<file path="src/rtl/i2c_wb_cmd_seq.sv">
// i2c_wb_cmd_seq: turns one byte-level I2C register command into the
// write/poll/read sequence of the Wishbone I2C master core register file,
// then reports read data and error status.
module i2c_wb_cmd_seq #(
  parameter logic [15:0] PRESCALE   = 16'd99,
  parameter logic [15:0] POLL_LIMIT = 16'd4095
) (
  input  logic       wb_clk_i,
  input  logic       arst_i,
  input  logic       cmd_valid,
  output logic       cmd_ready,
  input  logic       cmd_rw,
  input  logic [6:0] cmd_addr,
  input  logic [7:0] cmd_reg,
  input  logic [7:0] cmd_wdata,
  output logic       rsp_valid,
  output logic [7:0] rsp_rdata,
  output logic [1:0] rsp_err,
  output logic [2:0] wb_adr_o,
  output logic [7:0] wb_dat_o,
  input  logic [7:0] wb_dat_i,
  output logic       wb_we_o,
  output logic       wb_stb_o,
  output logic       wb_cyc_o,
  input  logic       wb_ack_i
);

  // Core register addresses
  localparam logic [2:0] ADR_TXR = 3'd3;  // TXR on write, RXR on read
  localparam logic [2:0] ADR_CR  = 3'd4;  // CR on write, SR on read

  // Command register values
  localparam logic [7:0] CTR_EN         = 8'h80;
  localparam logic [7:0] CR_STA_WR      = 8'h90;
  localparam logic [7:0] CR_WR          = 8'h10;
  localparam logic [7:0] CR_WR_STO      = 8'h50;
  localparam logic [7:0] CR_RD_NACK_STO = 8'h68;
  localparam logic [7:0] CR_STO         = 8'h40;

  localparam logic [1:0] ERR_OK      = 2'd0;
  localparam logic [1:0] ERR_NACK    = 2'd1;
  localparam logic [1:0] ERR_AL      = 2'd2;
  localparam logic [1:0] ERR_TIMEOUT = 2'd3;

  typedef enum logic [2:0] {
    S_INIT, S_IDLE, S_ACCESS, S_POLL, S_CHECK, S_ABORT, S_RESP
  } state_t;

  state_t      state_reg, state_next;
  // INIT: which init write; ACCESS: 0 TXR write, 1 CR write, 2 RXR read;
  // ABORT: 0 STOP write, 1 Busy poll
  logic [1:0]  phase_reg, phase_next;
  // Step 0..2 shared by both directions, 3 = read byte, 4 = fetch RXR
  logic [2:0]  step_reg, step_next;
  logic [15:0] poll_cnt_reg, poll_cnt_next;
  logic        sr_al_reg, sr_al_next;
  logic        sr_rxack_reg, sr_rxack_next;

  logic        rw_reg, rw_next;
  logic [6:0]  addr_reg, addr_next;
  logic [7:0]  reg_reg, reg_next;
  logic [7:0]  wdata_reg, wdata_next;
  logic [7:0]  rdata_reg, rdata_next;
  logic [1:0]  err_reg, err_next;

  // Wishbone master registers; done_reg pulses the cycle after ack
  logic        stb_reg, stb_next;
  logic        we_reg, we_next;
  logic [2:0]  adr_reg, adr_next;
  logic [7:0]  dat_reg, dat_next;
  logic        done_reg, done_next;
  logic [7:0]  rdat_reg, rdat_next;

  logic        bus_free;
  logic        req;
  logic        req_we;
  logic [2:0]  req_adr;
  logic [7:0]  req_dat;
  logic [7:0]  txr_val;
  logic [7:0]  cr_val;
  logic        poll_last;

  // The done cycle keeps stb low for one cycle between accesses
  assign bus_free  = !stb_reg && !done_reg;
  assign poll_last = ({1'b0, poll_cnt_reg} + 17'd1) >= {1'b0, POLL_LIMIT};

  assign cmd_ready = (state_reg == S_IDLE);
  assign rsp_valid = (state_reg == S_RESP);
  assign rsp_rdata = rdata_reg;
  assign rsp_err   = err_reg;
  assign wb_adr_o  = adr_reg;
  assign wb_dat_o  = dat_reg;
  assign wb_we_o   = we_reg;
  assign wb_stb_o  = stb_reg;
  assign wb_cyc_o  = stb_reg;

  // TXR and CR values for the current step of the command
  always_comb begin
    txr_val = {addr_reg, 1'b0};
    cr_val  = CR_STA_WR;
    case (step_reg)
      3'd1: begin
        txr_val = reg_reg;
        cr_val  = CR_WR;
      end
      3'd2: begin
        txr_val = rw_reg ? {addr_reg, 1'b1} : wdata_reg;
        cr_val  = rw_reg ? CR_STA_WR : CR_WR_STO;
      end
      3'd3: begin
        txr_val = {addr_reg, 1'b1};
        cr_val  = CR_RD_NACK_STO;
      end
      default: begin
        txr_val = {addr_reg, 1'b0};
        cr_val  = CR_STA_WR;
      end
    endcase
  end

  // Sequencer next-state, bus request and response logic
  always_comb begin
    state_next    = state_reg;
    phase_next    = phase_reg;
    step_next     = step_reg;
    poll_cnt_next = poll_cnt_reg;
    sr_al_next    = sr_al_reg;
    sr_rxack_next = sr_rxack_reg;
    rw_next       = rw_reg;
    addr_next     = addr_reg;
    reg_next      = reg_reg;
    wdata_next    = wdata_reg;
    rdata_next    = rdata_reg;
    err_next      = err_reg;
    stb_next      = stb_reg;
    we_next       = we_reg;
    adr_next      = adr_reg;
    dat_next      = dat_reg;
    done_next     = 1'b0;
    rdat_next     = rdat_reg;
    req           = 1'b0;
    req_we        = 1'b0;
    req_adr       = 3'd0;
    req_dat       = 8'h00;

    // Access completes: drop strobe, capture read data
    if (stb_reg && wb_ack_i) begin
      stb_next  = 1'b0;
      we_next   = 1'b0;
      done_next = 1'b1;
      rdat_next = wb_dat_i;
    end

    case (state_reg)
      S_INIT: begin
        if (done_reg) begin
          if (phase_reg == 2'd2) begin
            phase_next = 2'd0;
            state_next = S_IDLE;
          end else begin
            phase_next = phase_reg + 2'd1;
          end
        end else if (bus_free) begin
          req     = 1'b1;
          req_we  = 1'b1;
          req_adr = {1'b0, phase_reg};
          case (phase_reg)
            2'd0:    req_dat = PRESCALE[7:0];
            2'd1:    req_dat = PRESCALE[15:8];
            default: req_dat = CTR_EN;
          endcase
        end
      end

      S_IDLE: begin
        if (cmd_valid) begin
          rw_next    = cmd_rw;
          addr_next  = cmd_addr;
          reg_next   = cmd_reg;
          wdata_next = cmd_wdata;
          rdata_next = 8'h00;
          err_next   = ERR_OK;
          step_next  = 3'd0;
          phase_next = 2'd0;
          state_next = S_ACCESS;
        end
      end

      S_ACCESS: begin
        if (done_reg) begin
          case (phase_reg)
            2'd0: phase_next = 2'd1;
            2'd1: begin
              poll_cnt_next = 16'd0;
              state_next    = S_POLL;
            end
            default: begin
              rdata_next = rdat_reg;
              state_next = S_RESP;
            end
          endcase
        end else if (bus_free) begin
          req = 1'b1;
          case (phase_reg)
            2'd0: begin
              req_we  = 1'b1;
              req_adr = ADR_TXR;
              req_dat = txr_val;
            end
            2'd1: begin
              req_we  = 1'b1;
              req_adr = ADR_CR;
              req_dat = cr_val;
            end
            default: begin
              req_we  = 1'b0;
              req_adr = ADR_TXR;
            end
          endcase
        end
      end

      S_POLL: begin
        if (done_reg) begin
          sr_al_next    = rdat_reg[5];
          sr_rxack_next = rdat_reg[7];
          if (!rdat_reg[1]) begin
            state_next = S_CHECK;
          end else if (poll_last) begin
            err_next   = ERR_TIMEOUT;
            phase_next = 2'd0;
            state_next = S_ABORT;
          end else begin
            poll_cnt_next = poll_cnt_reg + 16'd1;
          end
        end else if (bus_free) begin
          req     = 1'b1;
          req_adr = ADR_CR;
        end
      end

      S_CHECK: begin
        if (sr_al_reg) begin
          // Bus is lost: the core no longer owns it, so no STOP
          err_next   = ERR_AL;
          state_next = S_RESP;
        end else if (sr_rxack_reg && (step_reg != 3'd3)) begin
          err_next   = ERR_NACK;
          phase_next = 2'd0;
          state_next = S_ABORT;
        end else begin
          state_next = S_ACCESS;
          step_next  = step_reg + 3'd1;
          phase_next = 2'd0;
          case (step_reg)
            3'd2: begin
              if (rw_reg) begin
                phase_next = 2'd1;  // read byte has no TXR load
              end else begin
                state_next = S_RESP;
              end
            end
            3'd3:    phase_next = 2'd2;
            3'd4:    state_next = S_RESP;
            default: phase_next = 2'd0;
          endcase
        end
      end

      S_ABORT: begin
        if (done_reg) begin
          if (phase_reg == 2'd0) begin
            phase_next    = 2'd1;
            poll_cnt_next = 16'd0;
          end else if (!rdat_reg[6] || poll_last) begin
            state_next = S_RESP;
          end else begin
            poll_cnt_next = poll_cnt_reg + 16'd1;
          end
        end else if (bus_free) begin
          req     = 1'b1;
          req_adr = ADR_CR;
          if (phase_reg == 2'd0) begin
            req_we  = 1'b1;
            req_dat = CR_STO;
          end
        end
      end

      S_RESP: begin
        state_next = S_IDLE;
      end

      default: begin
        state_next = S_INIT;
        phase_next = 2'd0;
      end
    endcase

    // Launch a new access; fields stay held until ack
    if (req) begin
      stb_next = 1'b1;
      we_next  = req_we;
      adr_next = req_adr;
      dat_next = req_dat;
    end
  end

  // State and output registers; reset drops strobe immediately
  always_ff @(posedge wb_clk_i or negedge arst_i) begin
    if (!arst_i) begin
      state_reg    <= S_INIT;
      phase_reg    <= 2'd0;
      step_reg     <= 3'd0;
      poll_cnt_reg <= 16'd0;
      sr_al_reg    <= 1'b0;
      sr_rxack_reg <= 1'b0;
      rw_reg       <= 1'b0;
      addr_reg     <= 7'd0;
      reg_reg      <= 8'h00;
      wdata_reg    <= 8'h00;
      rdata_reg    <= 8'h00;
      err_reg      <= ERR_OK;
      stb_reg      <= 1'b0;
      we_reg       <= 1'b0;
      adr_reg      <= 3'd0;
      dat_reg      <= 8'h00;
      done_reg     <= 1'b0;
      rdat_reg     <= 8'h00;
    end else begin
      state_reg    <= state_next;
      phase_reg    <= phase_next;
      step_reg     <= step_next;
      poll_cnt_reg <= poll_cnt_next;
      sr_al_reg    <= sr_al_next;
      sr_rxack_reg <= sr_rxack_next;
      rw_reg       <= rw_next;
      addr_reg     <= addr_next;
      reg_reg      <= reg_next;
      wdata_reg    <= wdata_next;
      rdata_reg    <= rdata_next;
      err_reg      <= err_next;
      stb_reg      <= stb_next;
      we_reg       <= we_next;
      adr_reg      <= adr_next;
      dat_reg      <= dat_next;
      done_reg     <= done_next;
      rdat_reg     <= rdat_next;
    end
  end

endmodule

</file>
<file path="config.mk">
export PLATFORM = sky130hd
export DESIGN_NAME = i2c_wb_cmd_seq
export DESIGN_NICKNAME = d
export VERILOG_FILES = /design/src/rtl/i2c_wb_cmd_seq.sv
export SDC_FILE = /design/constraint.sdc
export NUM_CORES = 1
export LEC_CHECK = 0
export BUFFER_PORTS_ARGS = -buffer_cell sky130_fd_sc_hd__buf_2
export CORE_MARGIN = 4
export CORE_UTILIZATION = 59
export CTS_BUF_LIST = sky130_fd_sc_hd__clkbuf_4
export DETAILED_ROUTE_END_ITERATION = 8
export GPL_ROUTABILITY_DRIVEN = 0
export PLACE_DENSITY = 0.82
export SLEW_MARGIN = 15
export SYNTH_ARGS = -nofsm -noshare
export SYNTH_HDL_FRONTEND = slang
export SYNTH_SLANG_ARGS = --single-unit
</file>
<file path="constraint.sdc">
create_clock -name wb_clk_i -period 3.76 [get_ports wb_clk_i]
set_input_delay 0.752 -clock wb_clk_i [delete_from_list [all_inputs] [get_ports wb_clk_i]]
set_output_delay 0.752 -clock wb_clk_i [all_outputs]
set_load 0.01 [all_outputs]
</file>
==> results of run 1 <==
-- worst max-delay path: cells and delay by family, from the launching register on --
kind	cells	cell delay, ps
AO/OA/AOI/OAI	4	1620
flip-flops	1	490
AND/OR/NAND/NOR	2	820
adder cells (fa/ha/maj)	1	370
-- power by group through the flow --
stage / clock [mW] / combinational [mW] / sequential [mW]
after CTS: 0.570 / 1.38 / 1.49
final: 0.564 / 1.39 / 1.50
after global placement: 0 / 1.33 / 1.49
after detailed placement: 0 / 1.38 / 1.51
after floorplan: 0 / 1.08 / 1.40
after global routing: 0.610 / 1.58 / 1.54
-- per-layer routing --
metal,vias to the layer above,global-route usage (%),wire length (um)
met5,-,0,0
met4,0,11.9,270
met3,26,4.70,691
met2,161,43.0,5280
met1,1940,34.4,4700
li1,1908,-,-
-- cells in the mapped netlist, types with 3 or more instances --
cell	count	share of area (%)
sky130_fd_sc_hd__a31oi_1	8	1.1
sky130_fd_sc_hd__o21ai_0	38	4.3
sky130_fd_sc_hd__clkbuf_1	23	2.0
sky130_fd_sc_hd__nand3b_1	4	0.68
sky130_fd_sc_hd__a211oi_1	3	0.51
sky130_fd_sc_hd__buf_4	3	0.51
sky130_fd_sc_hd__a221oi_1	4	0.79
sky130_fd_sc_hd__a22o_1	4	0.79
sky130_fd_sc_hd__or3_1	6	0.85
sky130_fd_sc_hd__a21boi_0	5	0.85
sky130_fd_sc_hd__ha_1	7	2.0
sky130_fd_sc_hd__dfrtp_1	82	46
sky130_fd_sc_hd__mux2_2	9	2.3
sky130_fd_sc_hd__nand2_1	122	10
sky130_fd_sc_hd__nand4_1	12	1.7
sky130_fd_sc_hd__or4_1	3	0.51
sky130_fd_sc_hd__a21oi_1	20	2.3
sky130_fd_sc_hd__nor2b_1	10	1.4
sky130_fd_sc_hd__nand3_1	19	2.1
sky130_fd_sc_hd__and2_1	3	0.42
sky130_fd_sc_hd__inv_1	15	1.3
sky130_fd_sc_hd__buf_1	3	0.25
sky130_fd_sc_hd__or2_2	3	0.42
sky130_fd_sc_hd__a221o_1	3	0.68
sky130_fd_sc_hd__nor4_1	7	0.99
sky130_fd_sc_hd__a2bb2oi_1	4	0.79
sky130_fd_sc_hd__and3_1	3	0.42
sky130_fd_sc_hd__o311ai_1	3	0.59
sky130_fd_sc_hd__nor3_1	5	0.57
sky130_fd_sc_hd__nor2_1	29	2.5
sky130_fd_sc_hd__nand2b_1	8	1.1
-- final cells by class --
class                      instances  area [um2]  share of cell area (%)
multi-input combinational        382        2180                    44.3
sequential                        82        2050                    41.7
inverter                          15        56.3                    1.14
tap                               99         124                    2.51
clock buffer                       9        67.6                    1.37
timing repair buffer              68         360                    7.32
clock inverter                     7        83.8                    1.70
-- metrics by stage --
| step | instances | cell area, um2 | hold slack, ps |
|---|---|---|---|
| final | 662 | 4930 | 472 |
| after global routing | 662 | 4930 | 473 |
| after CTS | 662 | 4930 | 470 |
| after detailed placement | 646 | 4770 | 463 |
| after global placement | 646 | 4770 | 456 |
| after floorplan | 510 | 4430 | 445 |
-- logic make-up after synthesis --
group | Yosys count
AND/OR/NAND/NOR | 238
AO/OA/AOI/OAI | 124
flip-flops | 82
buffers and inverters | 46
multiplexers | 13
adder cells (fa/ha/maj) | 7
-- worst paths after layout --
path | endpoint | slack (ps) | cells after the start
worst min-delay path | reg_reg[3]$_DFFE_PN0P_ | 470 | 1
worst min register to register | wb_dat_o[2]$_DFFE_PN0P_ | 490 | 2
max in group asynchronous | poll_cnt_reg[6]$_DFFE_PN0P_ | 2640 | 1
min in group wb_clk_i | reg_reg[5]$_DFFE_PN0P_ | 480 | 3
worst max-delay path | poll_cnt_reg[10]$_DFFE_PN0P_ | 350 | 7
worst max register to register | poll_cnt_reg[10]$_DFFE_PN0P_ | 350 | 7
-- cell usage in the layout, fill, tap and decap left out, types with 3 or more instances in the layout --
master                      count
sky130_fd_sc_hd__a221oi_1       4
sky130_fd_sc_hd__dfrtp_1       82
sky130_fd_sc_hd__and3_1         3
sky130_fd_sc_hd__a211oi_1       3
sky130_fd_sc_hd__nor2b_1       10
sky130_fd_sc_hd__inv_1         15
sky130_fd_sc_hd__nor2_1        29
sky130_fd_sc_hd__a31oi_1        8
sky130_fd_sc_hd__nand2_1      122
sky130_fd_sc_hd__nand3b_1       4
sky130_fd_sc_hd__or2_2          3
sky130_fd_sc_hd__ha_1           7
sky130_fd_sc_hd__nand3_1       19
sky130_fd_sc_hd__nand2b_1       8
sky130_fd_sc_hd__mux2_2         9
sky130_fd_sc_hd__a21oi_1       20
sky130_fd_sc_hd__nand4_1       12
sky130_fd_sc_hd__or4_1          3
sky130_fd_sc_hd__clkbuf_4       9
sky130_fd_sc_hd__a21boi_0       5
sky130_fd_sc_hd__a221o_1        3
sky130_fd_sc_hd__and2_1         3
sky130_fd_sc_hd__o311ai_1       3
sky130_fd_sc_hd__o21ai_0       38
sky130_fd_sc_hd__a22o_1         4
sky130_fd_sc_hd__buf_4          8
sky130_fd_sc_hd__nor4_1         7
sky130_fd_sc_hd__a2bb2oi_1      4
sky130_fd_sc_hd__or3_1          6
sky130_fd_sc_hd__buf_2         60
sky130_fd_sc_hd__nor3_1         5
==> impl_metrics.csv, run 1 <==
group,metric,value,unit
run_status,run_status,"complete, no violations",
cts,tritoncts_num_sinks,82,
synth,dominant_combinational_cell_family_by_area_after_synthesis,"simple AND/OR/NAND/NOR gates",
synth,ys_flop_type,"sky130_fd_sc_hd__dfrtp_1",
global_route,grt_total_usage,26.4,%
timing,slew_viol_final,0,
floorplanning,floorplan.die_area,8950,um2
power_and_ir_drop,power_frac_seq,43.4,%
global_route,grt_pass1_wl,18.6,mm
synth,syn_area_per_cell,8.68,um2
power_and_ir_drop,combinational_group_share_of_total_power,40.2,%
timing,setup_violations,0,
floorplanning,die_h,94.6,um
floorplanning,die_w,94.6,um
cts,cts_made_buffers,9,
timing,remaining_max_slew_budget_at_the_tightest_pin,32.0,%
critical_path,path_max_fanout,13,
cells_and_area,post_route_cells_drive_above_1_share,17.8,%
power_and_ir_drop,report.power.total,3.44,mW
critical_path,setup.worst_path.start,"poll_cnt_reg[1]$_DFFE_PN0P_",
cts,tritoncts_clock_tree,"built",
floorplanning,start_util,60.7,%
detailed_routing,firstDrtPassIters,5,
synth,synthesized_area_fraction_occupied_by_ao_oa_aoi_and_oai_cells,19.3,%
timing,grt_setup_unrepaired,"false",
cts,cts_root_buffer,"sky130_fd_sc_hd__clkbuf_4",
detailed_routing,route.detailed.wl_per_inst,16.5,um
synth,number_of_warnings_reported_in_the_yosys_synthesis_log,0,
cts,htree_num_levels,3,
critical_path,cp_cell_sequence,"ha_1 -> nand4_1 -> or4_1 -> a311o_1 -> a221o_1 -> o311a_1 -> a211o_1",
critical_path,setup.worst_path.class,"reg -> reg",
critical_path,worst-endpoint-required,4110,ps
timing,tightestPinTransition,1020,ps
cells_and_area,finish.utilization,67.6,%
timing,timing.final.crit_share,90.6,%
cts,post-cts-setup-buffers,0,
place,detailed_place_hpwl,7.71,mm
timing,final.setup.worst_slack,353,ps
synth,synth_simple_gate_area_share,24.8,%
cts,post_cts.resized_instances,0,
floorplanning,design.portCount,62,
run,max-cap-violations,0,
detailed_routing,vias,4035,
global_route,grt_start_max_net_pins,83,
cells_and_area,nets,601,
synth,post_synthesis_register_bit_count,82,
synth,ys_seq_area_share,46.4,%
synth,yosysUniqueCellTypes,60,
detailed_routing,drt_wl_total,10.9,mm
detailed_routing,first_iter_violations,320,
synth,synthAdderAreaFrac,1.98,%
critical_path,start_of_the_worst_register_to_register_path,"poll_cnt_reg[1]$_DFFE_PN0P_",
critical_path,worst_path_largest_cell_delay,590,ps
place,dp_worst_setup_slack,407,ps
synth,synthesis.area,4430,um2
floorplanning,floorplan.rows,31,
global_route,antenna_violations_before_repair,0,
detailed_routing,post-route-drc-count,0,
cells_and_area,flow.area_growth_from_synthesis,11.3,%
critical_path,worst_path_max_delay_cell,"sky130_fd_sc_hd__or4_1",
cells_and_area,largest_register_ffs,16,
timing,setup_total_negative_slack,0,ps
detailed_routing,antenna_violating_nets_post_route,0,
synth,synth_edf_count,0,
power_and_ir_drop,total_leakage_power,2.32,nW
synth,synth.net_count,553,
synth,postSynthCellCount,510,
power_and_ir_drop,switchingPower,1.50,mW
cells_and_area,insertedDiodeCount,0,
timing,clock_period_minus_worst_slack,3410,ps
power_and_ir_drop,power_density,699,nW/um2
cts,path_clk_slew,150,ps
timing,final.setup_skew,21.4,ps
synth,share_of_synthesized_registers_carrying_an_async_set_or_reset,100,%
worst_hold_path,timing.hold.worst.class,"in -> async",
timing,hold_viol_final,0,
global_route,first_global_vias,3892,
power_and_ir_drop,p_sw_share,43.4,%
critical_path,worst_setup_path_end_kind,"flip-flop",
floorplanning,core_area,7290,um2
power_and_ir_drop,max-vdd-ir-drop,0.360,mV
cts,cts.hold.buffers_added,0,
cts,clock_path_buffers,2,
cells_and_area,num-fill-cells,638,
critical_path,cp_data_arrival_time,3750,ps
power_and_ir_drop,intPower,1.95,mW
cts,clock_latency,450,ps
critical_path,nature_of_the_critical_path_startpoint,"flip-flop",
power_and_ir_drop,clock_power_share,16.4,%
synth,synthMuxAreaShare,3.25,%
detailed_routing,avgViaCountPerCell,6.10,
place,placement.io_buffers,61,
timing,achievable-frequency,294,MHz
synth,synthXorXnorAreaFrac,0,%
global_route,globalRoute.totalOverflow,0,
(Power assumes the default switching activity.)
==> run 2: changes to the inputs <==
--- a/config.mk
+++ b/config.mk
@@ -12,6 +12,7 @@
 export DETAILED_ROUTE_END_ITERATION = 8
 export GPL_ROUTABILITY_DRIVEN = 0
 export PLACE_DENSITY = 0.82
+export REMOVE_ABC_BUFFERS = 1
 export SLEW_MARGIN = 15
 export SYNTH_ARGS = -nofsm -noshare
 export SYNTH_HDL_FRONTEND = slang
==> impl_metrics.csv, run 2 (synthesized netlist as in run 1, its figures left out) <==
group,metric,value,unit
timing,final.setup_skew,15.4,ps
place,placedInstanceArea,4790,um2
floorplanning,die_w,94.6,um
floorplanning,floorplan.die_area,8950,um2
global_route,antenna_violations_before_repair,0,
cts,htree_num_levels,3,
global_route,grt_pass1_wl,18.3,mm
cts,post_cts.resized_instances,0,
timing,setup_total_negative_slack,0,ps
detailed_routing,firstDrtPassIters,5,
timing,hold_viol_final,0,
worst_hold_path,timing.hold.worst.class,"in -> async",
power_and_ir_drop,p_sw_share,43.8,%
critical_path,worst_path_max_delay_cell,"sky130_fd_sc_hd__or4_1",
detailed_routing,first_iter_violations,584,
floorplanning,die_h,94.6,um
place,placement.io_buffers,61,
global_route,globalRoute.totalOverflow,0,
critical_path,setup.worst_path.class,"reg -> reg",
power_and_ir_drop,total_leakage_power,2.30,nW
critical_path,worst_setup_path_end_kind,"flip-flop",
floorplanning,core_area,7290,um2
critical_path,path_max_fanout,13,
cts,cts_root_buffer,"sky130_fd_sc_hd__clkbuf_4",
detailed_routing,vias,4023,
cts,tritoncts_num_sinks,82,
timing,tightestPinTransition,1030,ps
detailed_routing,post-route-drc-count,0,
power_and_ir_drop,max-vdd-ir-drop,0.376,mV
cells_and_area,num-fill-cells,623,
global_route,grt_total_usage,25.7,%
timing,setup_violations,0,
critical_path,worst-endpoint-required,4110,ps
power_and_ir_drop,combinational_group_share_of_total_power,41.9,%
cts,path_clk_slew,140,ps
power_and_ir_drop,switchingPower,1.46,mW
timing,remaining_max_slew_budget_at_the_tightest_pin,31.1,%
detailed_routing,antenna_violating_nets_post_route,0,
critical_path,cp_cell_sequence,"ha_1 -> nand4_1 -> or4_1 -> a311o_1 -> a221o_1 -> o311a_1 -> a211o_1",
cells_and_area,mostFrequentLayoutCell,"sky130_fd_sc_hd__nand2_1",
cells_and_area,largest_register_ffs,16,
power_and_ir_drop,intPower,1.87,mW
critical_path,worst_path_largest_cell_delay,590,ps
timing,achievable-frequency,294,MHz
critical_path,cp_data_arrival_time,3760,ps
cts,cts_made_buffers,9,
cells_and_area,nets,603,
cells_and_area,design_area,4900,um2
cells_and_area,post_route_cells_drive_above_1_share,17.7,%
timing,clock_period_minus_worst_slack,3410,ps
timing,timing.final.crit_share,90.6,%
cts,clock_latency,450,ps
cts,cts.hold.buffers_added,0,
cells_and_area,insertedDiodeCount,0,
power_and_ir_drop,power_frac_seq,44.7,%
timing,grt_setup_unrepaired,"false",
floorplanning,start_util,60.7,%
cells_and_area,most_frequent_cells_in_the_layout,"sky130_fd_sc_hd__nand2_1 (122), sky130_fd_sc_hd__dfrtp_1 (82), sky130_fd_sc_hd__buf_2 (60)",
cts,tritoncts_clock_tree,"built",
floorplanning,floorplan.rows,31,
critical_path,timing.critical_path.max_delay_family,"compound AO/OA/AOI/OAI gates",
detailed_routing,avgViaCountPerCell,6.06,
power_and_ir_drop,clock_power_share,13.4,%
critical_path,regToRegSetupSlack,350,ps
critical_path,nature_of_the_critical_path_startpoint,"flip-flop",
detailed_routing,drt_wl_total,10.8,mm
timing,slew_viol_final,0,
power_and_ir_drop,power_density,679,nW/um2
cts,clock_path_buffers,2,
global_route,grt_start_max_net_pins,83,
detailed_routing,route.detailed.wl_per_inst,16.2,um
run,max-cap-violations,0,
run_status,run_status,"complete, no violations",
global_route,first_global_vias,3782,
cts,post-cts-setup-buffers,0,
place,detailed_place_hpwl,7.59,mm
critical_path,critical_path_buf_inv_count,0,
cells_and_area,flow.area_growth_from_synthesis,10.7,%
floorplanning,design.portCount,62,
cells_and_area,finish.utilization,67.2,%
[run 2: cell count changes in the layout (fill, tap and decap cells not counted)]
cell,before,now
sky130_fd_sc_hd__buf_4,8,10
sky130_fd_sc_hd__inv_6,2,1
sky130_fd_sc_hd__clkinvlp_4,0,2
sky130_fd_sc_hd__inv_8,2,0
sky130_fd_sc_hd__bufinv_16,1,0
sky130_fd_sc_hd__clkinv_1,0,2
[run 2: area by class of cell]
type | instances | area, um2 | share of cell area, %
Clock inverter | 7 | 45.0 | 0.919
Inverter | 15 | 56.3 | 1.15
Clock buffer | 9 | 67.6 | 1.38
Tap cell | 99 | 124 | 2.53
Sequential cell | 82 | 2050 | 41.9
Timing Repair Buffer | 70 | 375 | 7.66
Multi-Input combinational cell | 382 | 2180 | 44.5
[run 2: worst paths after layout]
path                                                 to                        start  cells past startpoint
setup / recovery           poll_cnt_reg[10]$_DFFE_PN0P_  poll_cnt_reg[1]$_DFFE_PN0P_                      7
hold / removal                 rsp_rdata[2]$_DFFE_PN0P_                       arst_i                      1
setup reg to reg           poll_cnt_reg[10]$_DFFE_PN0P_  poll_cnt_reg[1]$_DFFE_PN0P_                      7
hold reg to reg                rsp_rdata[6]$_DFFE_PN0P_     rsp_rdata[6]$_DFFE_PN0P_                      2
max in group asynchronous       step_reg[1]$_DFFE_PN0P_                       arst_i                      1
min in group wb_clk_i              wb_cyc_o$_DFFE_PN0P_                     wb_ack_i                      2
[run 2: power groups by stage]
stage	Sequential, mW	Combinational [mW]	Clock, mW
finish	1.49	1.40	0.447
global route	1.53	1.58	0.500
CTS	1.48	1.40	0.458
detailed placement	1.49	1.39	0
global placement	1.48	1.35	0
floorplan	1.48	0.929	0
[run 2: stage by stage]
stage               total power [mW]  worst slack (ps)  std cells  hold slack, ps
floorplan                       2.41               559        479             445
global placement                2.82               522        648             457
detailed placement              2.88               401        648             466
CTS                             3.33               371        664             467
global route                    3.61               189        664             455
finish                          3.33               355        664             453
[run 2: layer usage]
metal	global-route usage [%]	wire (um)
met3	6.85	806
met1	36.4	4730
met2	38.8	5080
met4	7.93	144
met5	0	0
